===== config.mk =====
export PLATFORM = sky130hd
export DESIGN_NAME = coeff_axi_loader
export DESIGN_NICKNAME = d
export VERILOG_FILES = /design/src/rtl/coeff_pkg.sv /design/src/rtl/coeff_preset_rom.sv /design/src/rtl/coeff_axi_loader.sv
export SDC_FILE = /design/constraint.sdc
export NUM_CORES = 1
export LEC_CHECK = 0
export BUFFER_PORTS_ARGS = -buffer_cell sky130_fd_sc_hd__buf_2
export CAP_MARGIN = 20
export CORE_MARGIN = 5
export CORE_UTILIZATION = 45
export DETAILED_ROUTE_END_ITERATION = 7
export PLACE_DENSITY = 0.8
export SETUP_SLACK_MARGIN = 0.2
export SLEW_MARGIN = 40
export SYNTH_ARGS = -nofsm -noshare
export SYNTH_HDL_FRONTEND = slang
export SYNTH_SLANG_ARGS = --single-unit

===== constraint.sdc =====
create_clock -name clk -period 2.79 [get_ports clk]
set_clock_uncertainty 0.05 [all_clocks]
set_input_delay 0.1395 -clock clk [delete_from_list [all_inputs] [get_ports clk]]
set_output_delay 0.1395 -clock clk [all_outputs]
set_load 0.005 [all_outputs]

===== src/rtl/coeff_pkg.sv =====
`default_nettype none
// +----------------------------------------------------------------------------+
// | Module      : coeff_pkg                                                     |
// | Description : Shared constants, FSM state type and the Q8 preset kernel     |
// |               bank for the AXI4-Lite coefficient loader.                    |
// | Revision    : 1.0 - initial release                                         |
// +----------------------------------------------------------------------------+
package coeff_pkg;

    localparam int C_NUM_COEFF   = 25;  // 5x5 kernel, row-major
    localparam int C_ADDR_STRIDE = 4;   // one 32-bit register per coefficient
    localparam int C_IDX_W       = 5;   // wide enough for index 0..24

    // Q8 fixed point: 256 represents 1.0
    localparam logic signed [15:0] C_Q8_ONE = 16'sd256;

    typedef enum logic [1:0] {
        ST_IDLE  = 2'd0,
        ST_ISSUE = 2'd1,
        ST_RESP  = 2'd2,
        ST_DONE  = 2'd3
    } state_t;

    // Preset bank, index = 5*row + col
    localparam logic signed [15:0] C_PRESET_TABLE [0:3][0:C_NUM_COEFF-1] = '{
        // 0: identity
        '{ 16'sd0, 16'sd0,    16'sd0,    16'sd0,    16'sd0,
           16'sd0, 16'sd0,    16'sd0,    16'sd0,    16'sd0,
           16'sd0, 16'sd0,    16'sd256,  16'sd0,    16'sd0,
           16'sd0, 16'sd0,    16'sd0,    16'sd0,    16'sd0,
           16'sd0, 16'sd0,    16'sd0,    16'sd0,    16'sd0 },
        // 1: box
        '{ 16'sd10, 16'sd10,  16'sd10,   16'sd10,   16'sd10,
           16'sd10, 16'sd10,  16'sd10,   16'sd10,   16'sd10,
           16'sd10, 16'sd10,  16'sd10,   16'sd10,   16'sd10,
           16'sd10, 16'sd10,  16'sd10,   16'sd10,   16'sd10,
           16'sd10, 16'sd10,  16'sd10,   16'sd10,   16'sd10 },
        // 2: sharpen
        '{ 16'sd0, 16'sd0,    16'sd0,    16'sd0,    16'sd0,
           16'sd0, 16'sd0,    -16'sd256, 16'sd0,    16'sd0,
           16'sd0, -16'sd256, 16'sd1280, -16'sd256, 16'sd0,
           16'sd0, 16'sd0,    -16'sd256, 16'sd0,    16'sd0,
           16'sd0, 16'sd0,    16'sd0,    16'sd0,    16'sd0 },
        // 3: edge
        '{ 16'sd0, 16'sd0,    16'sd0,    16'sd0,    16'sd0,
           16'sd0, -16'sd256, -16'sd256, -16'sd256, 16'sd0,
           16'sd0, -16'sd256, 16'sd2048, -16'sd256, 16'sd0,
           16'sd0, -16'sd256, -16'sd256, -16'sd256, 16'sd0,
           16'sd0, 16'sd0,    16'sd0,    16'sd0,    16'sd0 }
    };

endpackage
`default_nettype wire


===== src/rtl/coeff_preset_rom.sv =====
`default_nettype none
// +----------------------------------------------------------------------------+
// | Module      : coeff_preset_rom                                              |
// | Description : Combinational lookup of one preset coefficient by (sel, idx). |
// | Revision    : 1.0 - initial release                                         |
// +----------------------------------------------------------------------------+
import coeff_pkg::*;

module coeff_preset_rom (
    input  logic [1:0]          i_sel,
    input  logic [C_IDX_W-1:0]  i_idx,
    output logic signed [15:0]  o_coeff
);

    // Table lookup; indices past the last coefficient read as zero
    always_comb begin
        o_coeff = '0;
        if (i_idx < C_IDX_W'(C_NUM_COEFF)) begin
            o_coeff = C_PRESET_TABLE[i_sel][i_idx];
        end
    end

endmodule
`default_nettype wire


===== src/rtl/coeff_axi_loader.sv =====
`default_nettype none
// +----------------------------------------------------------------------------+
// | Module      : coeff_axi_loader                                              |
// | Description : AXI4-Lite write initiator that programs a 5x5 FIR kernel from |
// |               a built-in preset bank, one single-beat write per coefficient.|
// | Revision    : 1.0 - initial release                                         |
// +----------------------------------------------------------------------------+
import coeff_pkg::*;

module coeff_axi_loader #(
    parameter int          NUM_COEFF   = C_NUM_COEFF,
    parameter int          ADDR_STRIDE = C_ADDR_STRIDE,
    parameter logic [31:0] BASE_ADDR   = 32'h0000_0000
) (
    input  logic        clk,
    input  logic        rst,
    input  logic        start_i,
    input  logic [1:0]  preset_sel_i,
    output logic        busy_o,
    output logic        done_o,
    output logic        err_o,
    output logic [31:0] m_axi_awaddr,
    output logic        m_axi_awvalid,
    input  logic        m_axi_awready,
    output logic [31:0] m_axi_wdata,
    output logic [3:0]  m_axi_wstrb,
    output logic        m_axi_wvalid,
    input  logic        m_axi_wready,
    input  logic [1:0]  m_axi_bresp,
    input  logic        m_axi_bvalid,
    output logic        m_axi_bready
);

    state_t              r_state;
    state_t              w_state_nxt;
    logic [C_IDX_W-1:0]  r_idx;
    logic [1:0]          r_sel;
    logic                r_awvalid;
    logic                r_wvalid;
    logic [31:0]         r_awaddr;
    logic [31:0]         r_wdata;
    logic                r_err_acc;
    logic                r_err;

    logic                w_start_acc;
    logic                w_aw_hs;
    logic                w_w_hs;
    logic                w_b_hs;
    logic                w_issue_done;
    logic                w_last;
    logic                w_bresp_err;
    logic                w_load;
    logic [C_IDX_W-1:0]  w_load_idx;
    logic [1:0]          w_rom_sel;
    logic signed [15:0]  w_coeff;

    assign w_start_acc  = (r_state == ST_IDLE) && start_i;
    assign w_aw_hs      = r_awvalid && m_axi_awready;
    assign w_w_hs       = r_wvalid && m_axi_wready;
    assign w_b_hs       = (r_state == ST_RESP) && m_axi_bvalid;
    // Each channel is finished once its valid is gone or handshakes this cycle
    assign w_issue_done = (!r_awvalid || m_axi_awready) && (!r_wvalid || m_axi_wready);
    assign w_last       = (r_idx == C_IDX_W'(NUM_COEFF - 1));
    assign w_bresp_err  = (m_axi_bresp != 2'b00);

    // The ROM is addressed with the coefficient about to be issued, so address
    // and data are registered together on entry to ISSUE
    coeff_preset_rom u_rom (
        .i_sel   (w_rom_sel),
        .i_idx   (w_load_idx),
        .o_coeff (w_coeff)
    );

    // State register
    always_ff @(posedge clk or negedge rst) begin
        if (!rst) begin
            r_state <= ST_IDLE;
        end else begin
            r_state <= w_state_nxt;
        end
    end

    // Next-state decode and selection of the next coefficient to issue
    always_comb begin
        w_state_nxt = r_state;
        w_load      = 1'b0;
        w_load_idx  = '0;
        w_rom_sel   = r_sel;
        case (r_state)
            ST_IDLE: begin
                w_rom_sel = preset_sel_i;
                if (start_i) begin
                    w_state_nxt = ST_ISSUE;
                    w_load      = 1'b1;
                end
            end
            ST_ISSUE: begin
                if (w_issue_done) begin
                    w_state_nxt = ST_RESP;
                end
            end
            ST_RESP: begin
                if (m_axi_bvalid) begin
                    if (w_last) begin
                        w_state_nxt = ST_DONE;
                    end else begin
                        w_state_nxt = ST_ISSUE;
                        w_load      = 1'b1;
                        w_load_idx  = r_idx + C_IDX_W'(1);
                    end
                end
            end
            ST_DONE: begin
                w_state_nxt = ST_IDLE;
            end
            default: begin
                w_state_nxt = ST_IDLE;
            end
        endcase
    end

    // Write channel registers: load on entry to ISSUE, drop each valid on its handshake
    always_ff @(posedge clk or negedge rst) begin
        if (!rst) begin
            r_idx     <= '0;
            r_sel     <= '0;
            r_awvalid <= 1'b0;
            r_wvalid  <= 1'b0;
            r_awaddr  <= '0;
            r_wdata   <= '0;
        end else begin
            if (w_start_acc) begin
                r_sel <= preset_sel_i;
            end
            if (w_load) begin
                r_idx     <= w_load_idx;
                r_awvalid <= 1'b1;
                r_wvalid  <= 1'b1;
                r_awaddr  <= BASE_ADDR + 32'(w_load_idx) * 32'(ADDR_STRIDE);
                r_wdata   <= {{16{w_coeff[15]}}, w_coeff};
            end else begin
                if (w_aw_hs) begin
                    r_awvalid <= 1'b0;
                end
                if (w_w_hs) begin
                    r_wvalid <= 1'b0;
                end
            end
        end
    end

    // Error accumulation; the visible flag updates only when the load completes
    always_ff @(posedge clk or negedge rst) begin
        if (!rst) begin
            r_err_acc <= 1'b0;
            r_err     <= 1'b0;
        end else if (w_start_acc) begin
            r_err_acc <= 1'b0;
            r_err     <= 1'b0;
        end else if (w_b_hs) begin
            r_err_acc <= r_err_acc | w_bresp_err;
            if (w_last) begin
                r_err <= r_err_acc | w_bresp_err;
            end
        end
    end

    assign busy_o        = (r_state == ST_ISSUE) || (r_state == ST_RESP);
    assign done_o        = (r_state == ST_DONE);
    assign err_o         = r_err;
    assign m_axi_awaddr  = r_awaddr;
    assign m_axi_awvalid = r_awvalid;
    assign m_axi_wdata   = r_wdata;
    assign m_axi_wstrb   = 4'hF;
    assign m_axi_wvalid  = r_wvalid;
    assign m_axi_bready  = (r_state == ST_RESP);

endmodule
`default_nettype wire


==> implementation parameters, run 1 <==
Parameter                              Value

Setup path
  Crit end category ... register
  Gate family responsible for the most delay along the worst path ... compound AO/OA/AOI/OAI gates
  Logic depth of the worst register-to-register path ... 8
  Launching instance or port of the critical path ... r_state[0]$_DFFE_PN0P_
  Arrival time reported for the critical path endpoint ... between 2000 and 2500 ps
  Capturing point of the worst reg2reg path ... m_axi_wdata[11]$_DFFE_PN0P_
  WS Path Type ... register to register
  CP cell instances ... inv_1, ha_1, mux2_4, a211oi_1, o211a_1, or3_1, o211ai_1, a22o_1
  Slowest cell on the critical path ... sky130_fd_sc_hd__dfrtp_1
  Type of origin of the critical path ... register
  Launching point of the worst reg2reg path ... r_state[0]$_DFFE_PN0P_
  Register-to-Register Setup Slack ... 470 ps
  Number of buffer and inverter instances along the worst setup path ... 1
  Maximum fanout encountered on the critical timing path ... 8
  CP Data Required Time ... 2930 ps
  Crit-path max cell delay ... 440 ps

Cells and area
  Final Net Count ... 223
  Multi-input logic area ... between 700 and 800 um2
  Filler Cells Inserted ... 348
  Layout area overhead ... 0.714%
  Antenna cells ... 0
  Proportion of layout cells with a drive suffix above 1 ... 0.283
  Area occupied by registers ... between 400 and 500 um2
  Layout Cells excl Fill ... 251

GRT
  Vias in the first global route ... 964
  Total track usage ... 0.118
  Antenna violations before repair ... 0
  Total gr overflow ... 0
  Maximum number of pins on one net before global-route repair ... 23
  First-pass GRT wire length ... around 4700 um

STA
  Hold WS ... just over 50 ps
  Slew Limit Headroom ... 0.612
  Setup Total Neg Slack ... 0 ps
  Total count of max-transition violations in the final report ... 0
  Final Cycle Share ... 0.831
  Total of endpoints with negative setup slack in the final report ... 0
  Unrepaired setup endpoints after global routing ... false
  Final Hold Viols ... 0
  Period minus WS final ... 2320 ps
  Worst Tran Pin Value ... 583 ps
  Least setup slack across all paths after layout ... 470 ps
  Peak Freq ... 431 MHz

Route
  Remaining DRCs ... 0
  Pre-Repair DR Iteration Count ... 4
  Average detailed-routed wire length per instance ... between 10 and 15 um
  Overall routed net length ... 2950 um
  Remaining antenna violation count ... 0
  Total number of vias ... about 1200
  DRT iter0 DRCs ... 14
  Post-detailed-route via-to-cell ratio ... ~4.6

Floorplan
  X dimension of the die ... 69.2 um
  Floorplan Core Area ... 0.00336 mm2
  Rows ... 21
  Starting density of the core ... 0.469
  I/O pin cnt ... 84
  Die ar. ... 0.00479 mm2
  Height of the die ... 69.2 um

Synth
  Fraction of synthesized cell area taken by the top area cell type ... 0.286
  Netlist Area Pre-Place ... roughly 0.0016 mm2
  Post-synthesis compound-gate area fraction ... 0.152
  Post-synthesis register bit count ... 18
  Primary flip-flop cell chosen by synthesis mapping ... sky130_fd_sc_hd__dfrtp_1
  Fraction of synthesized cell area in xor and xnor cells ... 0.0222
  Combinational family with the most area after synthesis ... buffers and inverters
  Post-synthesis adder-cell area fraction ... 0.0556
  Count of cell types in the netlist ... 42
  Seq/Total Area, Yosys ... 0.286
  Count of flip-flops with a built-in enable after synthesis ... 0
  Cell with the most instances after synthesis ... sky130_fd_sc_hd__buf_4
  Commonest cells in the netlist ... sky130_fd_sc_hd__buf_4, sky130_fd_sc_hd__dfrtp_1, sky130_fd_sc_hd__nand2_1, sky130_fd_sc_hd__nor2_1, sky130_fd_sc_hd__o21ai_0
  Multiplexer area fraction after synthesis ... 0.0460
  Synth Warn # ... 0
  Post-synthesis async set-or-reset flop share ... 1.00
  Cells after Synth ... 180
  Largest area contributor in the synthesized netlist ... sky130_fd_sc_hd__dfrtp_1
  Avg Cell Area, Syn ... 8.76 um2
  Post-synthesis share of cell area spent on and, or, nand and nor gates ... 0.119
  Largest cells by area after synthesis ... sky130_fd_sc_hd__dfrtp_1, sky130_fd_sc_hd__buf_4, sky130_fd_sc_hd__ha_1

Clock network
  Clock root buffer master ... sky130_fd_sc_hd__clkbuf_4
  Clock-pin slew reported for the worst setup and hold paths after clock tree synthesis ... around 100 ps
  Worst-case clock buffer depth ... 2
  Worst-skew pair later-pin latency ... 290 ps
  CTS tree ... done
  Number of levels in the clock H-tree ... 1
  Inserted Clock Buffers ... 3
  TritonCTS Sinks ... 18
  Post-CTS sizing ... 0

Worst hold path
  Hold Crit Endpoint ... err_o$_DFFE_PN0P_
  Source of the worst hold timing path ... start_i
  WHS Path Cells ... 2
  Hold Crit Class ... input port to register

Place
  RePlAce Congestion ... about 0.95
  Worst slack at placement ... 467 ps
  Count of input and output buffers ... 46
  Post-Place Cells ... between 200 and 250
  Post-detail-place hpwl ... about 2400 um

Run status
  Status ... completed

Pwr
  Internal Pwr Total ... 647 uW
  Sequential power share ... 0.346
  Net switching share of the total power ... 0.410
  Areal power density over the cells ... ~700 mW/mm2
  Switching power of the nets ... between 400 and 500 uW
  Largest vdd supply drop ... 0.000380 V
  Reported leakage power ... between 0.0008 and 0.0009 uW
  Combinational power share ... 0.507
  Power, Total ... 1100 uW
  Clock network power share ... 0.147

Job
  Count of max-cap constraint violations ... 0
==> per-stage QoR <==
step	cell area [um2]	utilization
after global placement	1540	0.457
after detailed placement	1540	0.458
final	1590	0.472
after CTS	1590	0.472
after floorplan	1710	-
after global routing	1590	0.472
==> layout by cell type, fill, tap and decap left out, types with 2 or more instances in the layout <==
cell type,count
sky130_fd_sc_hd__a211oi_1,2
sky130_fd_sc_hd__a21oi_1,6
sky130_fd_sc_hd__a22o_1,3
sky130_fd_sc_hd__buf_2,46
sky130_fd_sc_hd__buf_4,2
sky130_fd_sc_hd__clkbuf_4,3
sky130_fd_sc_hd__conb_1,37
sky130_fd_sc_hd__dfrtp_1,18
sky130_fd_sc_hd__ha_1,7
sky130_fd_sc_hd__inv_1,6
sky130_fd_sc_hd__mux2_2,2
sky130_fd_sc_hd__mux2_4,2
sky130_fd_sc_hd__mux2i_1,2
sky130_fd_sc_hd__nand2_1,12
sky130_fd_sc_hd__nand2b_1,2
sky130_fd_sc_hd__nand3_1,5
sky130_fd_sc_hd__nor2_1,9
sky130_fd_sc_hd__nor2b_1,2
sky130_fd_sc_hd__nor3_1,3
sky130_fd_sc_hd__o21ai_0,9
sky130_fd_sc_hd__xor2_1,3
==> state kept, by name (all words and copies together), names as in the netlist <==
| signal | count |
|---|---|
| m_axi_awvalid | 1 |
| m_axi_wdata | 5 |
| err_o | 1 |
| m_axi_awaddr | 5 |
| r_err_acc | 1 |
| r_sel | 2 |
| r_state | 2 |
| m_axi_wvalid | 1 |
==> routing by layer <==
| layer | track usage | routed length [um] |
|---|---|---|
| met1 | 0.135 | 1230 |
| met5 | 0 | 0 |
| met2 | 0.185 | 1330 |
| met4 | 0.0586 | 51 |
| met3 | 0.0551 | 340 |
==> power by group through the flow <==
stage | Clock [uW] | Sequential (uW) | Combinational (uW)
floorplan | 0 | 381 | 449
global placement | 0 | 383 | 542
detailed placement | 0 | 388 | 557
CTS | 167 | 381 | 561
global route | 182 | 391 | 629
finish | 161 | 380 | 556
==> how the worst max path moves through the flow <==
| stage | to | slack [ps] | cells past startpoint |
|---|---|---|---|
| 3_5_place_dp | m_axi_wdata[11]$_DFFE_PN0P_ | 470 | 8 |
| 5_1_grt | m_axi_wdata[8]$_DFFE_PN0P_ | 300 | 8 |
| 4_1_cts | m_axi_wdata[11]$_DFFE_PN0P_ | 460 | 8 |
| 3_3_place_gp | m_axi_wdata[11]$_DFFE_PN0P_ | 560 | 8 |
| 6_report | m_axi_wdata[11]$_DFFE_PN0P_ | 470 | 8 |
| 2_1_floorplan | m_axi_wdata[11]$_DFFE_PN0P_ | 710 | 9 |
==> cell type report <==
type	instances	area share
tap	46	0.0362
clock buffer	4	0.0229
sequential	18	0.284
timing repair buffer	49	0.161
multi-input combinational	128	0.482
inverter	6	0.0142
==> what timing repair did <==
| item | in CTS | in global routing |
|---|---|---|
| setup buffers | 0 | 0 |
| endpoints found under the hold margin | 18 | 0 |
| hold buffers | 1 | 0 |
==> kinds of logic (layout without fill, tap and decap cells) <==
group           after synthesis  count (layout)
buf+inv                      69              59
xor+xnor                      4               4
simple gates                 39              39
fa+ha+maj                     7               7
mux                           6               6
flops                        18              18
compound gates               35              35
other cells                   2              37
No activity file was read; power rests on OpenSTA's default activity.
==> run 2, diff against run 1 <==
==> constraint.sdc (replaced) <==
create_clock -name clk -period 2.21 [get_ports clk]
set_clock_uncertainty 0.05 [all_clocks]
set_input_delay 0.1105 -clock clk [delete_from_list [all_inputs] [get_ports clk]]
set_output_delay 0.1105 -clock clk [all_outputs]
set_load 0.005 [all_outputs]
==> implementation parameters, run 2 (same netlist as run 1, synthesis figures left out) <==
Parameter                              Value

Cells and area
  Proportion of layout cells with a drive suffix above 1 ... 0.373
  Final Net Count ... 230
  Post-Layout Inst Area ... 0.00171 mm2
  Util after Layout ... 0.509
  Commonest non-fill, non-tap cell in the layout ... sky130_fd_sc_hd__buf_2
  Layout area overhead ... 8.65%
  Antenna cells ... 0
  Leading cell types in the layout, fill and taps excluded ... sky130_fd_sc_hd__buf_2, sky130_fd_sc_hd__conb_1, sky130_fd_sc_hd__dfrtp_1, sky130_fd_sc_hd__nand2_1

Clock network
  Clock-pin slew reported for the worst setup and hold paths after clock tree synthesis ... 110 ps
  Worst-case clock buffer depth ... 2
  Worst-skew pair later-pin latency ... between 300 and 400 ps
  Number of levels in the clock H-tree ... 1
  Inserted Clock Buffers ... 3
  Clock root buffer master ... sky130_fd_sc_hd__clkbuf_4
  TritonCTS Sinks ... 18
  CTS tree ... done

Floorplan
  Floorplan Core Area ... 0.00336 mm2
  Starting density of the core ... 0.469
  Rows ... 21
  Height of the die ... 69.2 um
  Die ar. ... between 0.004 and 0.005 mm2
  I/O pin cnt ... 84
  X dimension of the die ... 69.2 um

Setup path
  Slowest cell on the critical path ... sky130_fd_sc_hd__dfrtp_1
  Type of origin of the critical path ... register
  Crit end category ... register
  Logic depth of the worst register-to-register path ... 8
  Arrival time reported for the critical path endpoint ... 2130 ps
  Maximum fanout encountered on the critical timing path ... 6
  CP cell instances ... inv_2, ha_4, mux2_4, a211oi_2, o211a_1, or3_4, o211ai_1, a22o_1
  CP Data Required Time ... between 2000 and 2500 ps
  WS Path Type ... register to register
  Crit-path max cell delay ... 410 ps

STA
  Unrepaired setup endpoints after global routing ... true
  Setup Total Neg Slack ... 0 ps
  Worst Tran Pin Value ... 630 ps
  Peak Freq ... 507 MHz
  Slew Limit Headroom ... 0.578
  Total of endpoints with negative setup slack in the final report ... 0
  Total count of max-transition violations in the final report ... 0
  Final Cycle Share ... 0.893
  Hold WS ... 20.3 ps
  Least setup slack across all paths after layout ... 237 ps
  Period minus WS final ... roughly 2000 ps
  Final Hold Viols ... 0

Job
  Count of max-cap constraint violations ... 0

Pwr
  Internal Pwr Total ... 918 uW
  Clock network power share ... 0.136
  Areal power density over the cells ... about 910 mW/mm2
  Largest vdd supply drop ... 0.000376 V
  Combinational power share ... 0.560
  Switching power of the nets ... between 600 and 700 uW
  Net switching share of the total power ... 0.413
  Sequential power share ... 0.304
  Reported leakage power ... 0.000914 uW

Worst hold path
  Hold Crit Class ... input port to register
  WHS Path Cells ... 2

Route
  Pre-Repair DR Iteration Count ... 4
  Post-detailed-route via-to-cell ratio ... around 4.7
  Total number of vias ... 1213
  Remaining antenna violation count ... 0
  Remaining DRCs ... 0
  DRT iter0 DRCs ... 27
  Average detailed-routed wire length per instance ... 12.4 um
  Overall routed net length ... approximately 3200 um

Place
  Post-detail-place hpwl ... approximately 2500 um
  Count of input and output buffers ... 46
  Worst slack at placement ... between 70 and 80 ps
  RePlAce Congestion ... approximately 0.9
  Cell area after placement ... between 0.0015 and 0.002 mm2

Run status
  Status ... completed

GRT
  First-pass GRT wire length ... 4940 um
  Maximum number of pins on one net before global-route repair ... 23
  Antenna violations before repair ... 0
  Total gr overflow ... 0
  Vias in the first global route ... 1069
  Total track usage ... 0.125
[run 2: worst max-delay path: cells and delay by family, from the launching register on]
kind            cells  cell delay (ps)
simple gates        1              130
flops               1              410
fa+ha+maj           1              190
compound gates      4              680
buf+inv             1               90
mux                 1              320
[run 2: path summary, 6_finish.rpt]
check,to,slack (ps),start
max in group asynchronous,m_axi_wdata[8]$_DFFE_PN0P_,1630,rst
worst max-delay path,m_axi_wdata[11]$_DFFE_PN0P_,240,r_state[1]$_DFFE_PN0P_
worst min-delay path,r_sel[0]$_DFFE_PN0P_,20,preset_sel_i[0]
min in group asynchronous,r_err_acc$_DFFE_PN0P_,200,rst
worst min register to register,m_axi_wdata[8]$_DFFE_PN0P_,440,m_axi_wdata[8]$_DFFE_PN0P_
worst max register to register,m_axi_wdata[11]$_DFFE_PN0P_,240,r_state[1]$_DFFE_PN0P_
[run 2: cell type report]
type | count | area, um2
multi-input combinational | 128 | 836
timing repair buffer | 56 | 310
inverter | 6 | 22.5
clock buffer | 4 | 36.3
sequential | 18 | 450
tap | 46 | 57.6
fill | 345 | 1650
[run 2: through the flow]
stage,cells,power (uW)
floorplan,215,1070
global placement,247,1190
detailed placement,247,1220
CTS,258,1530
global route,258,1680
finish,258,1560
[run 2: power by group through the flow]
stage	Combinational, uW	Sequential [uW]	Clock [uW]
finish	876	475	213
global route	967	487	228
CTS	838	471	217
detailed placement	721	496	0
global placement	704	489	0
floorplan	580	485	0
[run 2: timing repair]
item	in CTS	in global routing
cloned	0	0
endpoints found under the hold margin	19	0
hold buffers	2	0
setup endpoints to repair	4	5
pin swaps	2	3
gates resized for setup	5	10
buffers inserted	5	0
[run 2: per-layer routing]
| metal | part of all wire | global-route usage | wire length, um | vias up |
|---|---|---|---|---|
| met5 | 0 | 0 | 0 | - |
| met4 | 0.026 | 0.0716 | 82 | 0 |
| met3 | 0.097 | 0.0304 | 310 | 5 |
| met2 | 0.49 | 0.209 | 1560 | 61 |
| met1 | 0.39 | 0.145 | 1240 | 563 |
| li1 | - | - | - | 584 |
==> run 3, diff against run 2 <==
--- a/config.mk
+++ b/config.mk
@@ -5,10 +5,11 @@
 export SDC_FILE = /design/constraint.sdc
 export NUM_CORES = 1
 export LEC_CHECK = 0
+export ABC_AREA = 1
 export BUFFER_PORTS_ARGS = -buffer_cell sky130_fd_sc_hd__buf_2
 export CAP_MARGIN = 20
 export CORE_MARGIN = 5
-export CORE_UTILIZATION = 45
+export CORE_UTILIZATION = 46
 export DETAILED_ROUTE_END_ITERATION = 7
 export PLACE_DENSITY = 0.8
 export SETUP_SLACK_MARGIN = 0.2
==> implementation parameters, run 3 <==
Parameter                              Value

Synth
  Primary flip-flop cell chosen by synthesis mapping ... sky130_fd_sc_hd__dfrtp_1
  Count of cell types in the netlist ... 30
  Post-synthesis register bit count ... 18
  Count of flip-flops with a built-in enable after synthesis ... 0
  Post-synthesis async set-or-reset flop share ... 1.00
  Cells after Synth ... 220
  Cell with the most instances after synthesis ... sky130_fd_sc_hd__buf_4
  Largest cells by area after synthesis ... sky130_fd_sc_hd__dfrtp_1, sky130_fd_sc_hd__buf_4, sky130_fd_sc_hd__nand2_1
  Largest area contributor in the synthesized netlist ... sky130_fd_sc_hd__dfrtp_1
  Commonest cells in the netlist ... sky130_fd_sc_hd__buf_4, sky130_fd_sc_hd__nand2_1, sky130_fd_sc_hd__inv_1, sky130_fd_sc_hd__dfrtp_1, sky130_fd_sc_hd__nor2_1
  Netlist Area Pre-Place ... between 0.0015 and 0.002 mm2
  Avg Cell Area, Syn ... 7.64 um2
  Synth Warn # ... 0
  Fraction of synthesized cell area taken by the top area cell type ... 0.268
  Seq/Total Area, Yosys ... 0.268

Clock network
  Clock-pin slew reported for the worst setup and hold paths after clock tree synthesis ... 70 ps
  Number of levels in the clock H-tree ... 1
  CTS tree ... done
  Clock root buffer master ... sky130_fd_sc_hd__clkbuf_8
  TritonCTS Sinks ... 18
  Inserted Clock Buffers ... 3
  Worst-case clock buffer depth ... 2
  Worst-skew pair later-pin latency ... 250 ps

Floorplan
  X dimension of the die ... 70.4 um
  Starting density of the core ... 0.466
  I/O pin cnt ... 84
  Floorplan Core Area ... 0.00361 mm2
  Height of the die ... 70.4 um
  Die ar. ... between 0.004 and 0.005 mm2
  Rows ... 22

Place
  Count of input and output buffers ... 46
  RePlAce Congestion ... 0.941
  Post-Place Cells ... 291
  Worst slack at placement ... ~290 ps
  Post-detail-place hpwl ... around 2500 um

STA
  Final Hold Viols ... 0
  Setup Total Neg Slack ... 0 ps
  Total count of max-transition violations in the final report ... 0
  Peak Freq ... 544 MHz
  Least setup slack across all paths after layout ... 372 ps
  Total of endpoints with negative setup slack in the final report ... 0
  Final Cycle Share ... 0.832
  Period minus WS final ... 1840 ps
  Unrepaired setup endpoints after global routing ... false

Worst hold path
  Hold Crit Class ... input port to register
  Source of the worst hold timing path ... m_axi_awready
  WHS Path Cells ... 4

Pwr
  Largest vdd supply drop ... 0.000660 V
  Clock network power share ... 0.170
  Switching power of the nets ... approximately 700 uW
  Internal Pwr Total ... roughly 900 uW
  Reported leakage power ... 0.00104 uW
  Net switching share of the total power ... 0.440
  Sequential power share ... 0.298
  Combinational power share ... 0.532
  Areal power density over the cells ... about 900 mW/mm2

Route
  Total number of vias ... 1273
  Average detailed-routed wire length per instance ... 10.8 um
  Met2 WL ... around 1600 um
  Post-detailed-route via-to-cell ratio ... 4.26
  Highest metal used ... met4
  Remaining antenna violation count ... 0
  DRT iter0 DRCs ... 38
  Met1 WL ... between 1000 and 1500 um
  Remaining DRCs ... 0
  Pre-Repair DR Iteration Count ... 4
  Routed wl met3 ... 216 um
  Overall routed net length ... 3240 um

Setup path
  Maximum fanout encountered on the critical timing path ... 6
  WS Path Type ... register to register
  Arrival time reported for the critical path endpoint ... 1980 ps
  CP Data Required Time ... 2350 ps
  Launching point of the worst reg2reg path ... r_state[0]$_DFFE_PN0P_
  Type of origin of the critical path ... register
  Launching instance or port of the critical path ... r_state[0]$_DFFE_PN0P_
  Crit end category ... register
  Logic depth of the worst register-to-register path ... 12

GRT
  Vias in the first global route ... 1158
  Total track usage ... 0.127
  Total gr overflow ... 0
  First-pass GRT wire length ... 5180 um
  Maximum number of pins on one net before global-route repair ... 23
  Antenna violations before repair ... 0

Cells and area
  Proportion of layout cells with a drive suffix above 1 ... 0.363
  Commonest non-fill, non-tap cell in the layout ... sky130_fd_sc_hd__buf_2
  Final Net Count ... 269
  Layout Cells excl Fill ... 299
  Leading cell types in the layout, fill and taps excluded ... sky130_fd_sc_hd__buf_2, sky130_fd_sc_hd__nand2_1, sky130_fd_sc_hd__conb_1, sky130_fd_sc_hd__dfrtp_1, sky130_fd_sc_hd__inv_1
  Util after Layout ... 0.495
  Antenna cells ... 0
  Layout area overhead ... 6.18%
  Filler Cells Inserted ... 327

Job
  Count of max-cap constraint violations ... 0

Run status
  Status ... completed
==> run 3: cell types whose count changed after synthesis, moves of 4 or more <==
| cell | previous run | this run |
|---|---|---|
| sky130_fd_sc_hd__inv_1 | 6 | 21 |
| sky130_fd_sc_hd__nand2_2 | 0 | 6 |
| sky130_fd_sc_hd__inv_2 | 0 | 4 |
| sky130_fd_sc_hd__nand2_1 | 12 | 43 |
| sky130_fd_sc_hd__nor2_4 | 0 | 6 |
==> run 3: area by class of cell <==
class / count / area, um2 / area share
sequential: 18 / 450 / 0.252
timing repair buffer: 51 / 270 / 0.151
tap: 48 / 60.1 / 0.0337
multi-input combinational: 151 / 846 / 0.474
inverter: 27 / 103 / 0.0575
clock buffer: 4 / 55.1 / 0.0309
==> run 3: power by group through the flow <==
stage	registers [uW]	logic, uW	clock network [uW]
finish	478	852	272
CTS	480	791	280
detailed placement	485	781	0
floorplan	482	623	0
global placement	482	757	0
global route	489	948	296
==> run 3: stage by stage <==
| step | hold WS [ps] | instance area, um2 | power, uW |
|---|---|---|---|
| after floorplan | -235 | 1810 | 1110 |
| after global placement | 17.8 | 1670 | 1240 |
| after detailed placement | 20.2 | 1670 | 1270 |
| after CTS | 59.1 | 1730 | 1550 |
| after global routing | 78.8 | 1780 | 1730 |
| final | 64.9 | 1780 | 1600 |
==> run 3: worst paths after layout <==
| check | endpoint | slack, ps |
|---|---|---|
| hold / removal | m_axi_awvalid$_DFFE_PN0P_ | 60 |
| setup reg to reg | m_axi_wdata[8]$_DFFE_PN0P_ | 370 |
| hold reg to reg | m_axi_wdata[10]$_DFFE_PN0P_ | 440 |
| min in group asynchronous | r_state[0]$_DFFE_PN0P_ | 270 |
| max in group asynchronous | m_axi_wdata[14]$_DFFE_PN0P_ | 1550 |
| setup / recovery | m_axi_wdata[8]$_DFFE_PN0P_ | 370 |
==> run 3: timing repair <==
item,CTS,global route
resized for setup,0,12
hold endpoints to repair,18,0
setup buffers,0,3
hold buffers,1,0
setup endpoints to repair,0,5
==> run 3: worst max-delay path: stages (launching register included) <==
cell,delay (ps)
sky130_fd_sc_hd__dfrtp_1,400
sky130_fd_sc_hd__inv_2,110
sky130_fd_sc_hd__ha_2,250
sky130_fd_sc_hd__nand2_4,100
sky130_fd_sc_hd__clkinv_2,120
sky130_fd_sc_hd__nand3_4,120
sky130_fd_sc_hd__a21oi_2,180
sky130_fd_sc_hd__nand2_1,100
sky130_fd_sc_hd__nand2_2,90
sky130_fd_sc_hd__nand3_2,70
sky130_fd_sc_hd__nor2_2,90
sky130_fd_sc_hd__nor2_1,40
sky130_fd_sc_hd__nand2_1,50
==> run 3: logic make-up after synthesis <==
family	count (synthesis)	synth area share
AOI/OAI and AO/OA	22	0.0774
adders and majority gates	7	0.0521
buffers and inverters	86	0.323
DFF	18	0.268
other	2	0.00447
and+or+nand+nor	85	0.275
==> run 3: metal layers <==
layer  vias up  track usage
met5         -            0
met3         8       0.0173
met4         0       0.0702
li1        652            -
met1       562        0.160
met2        51        0.208
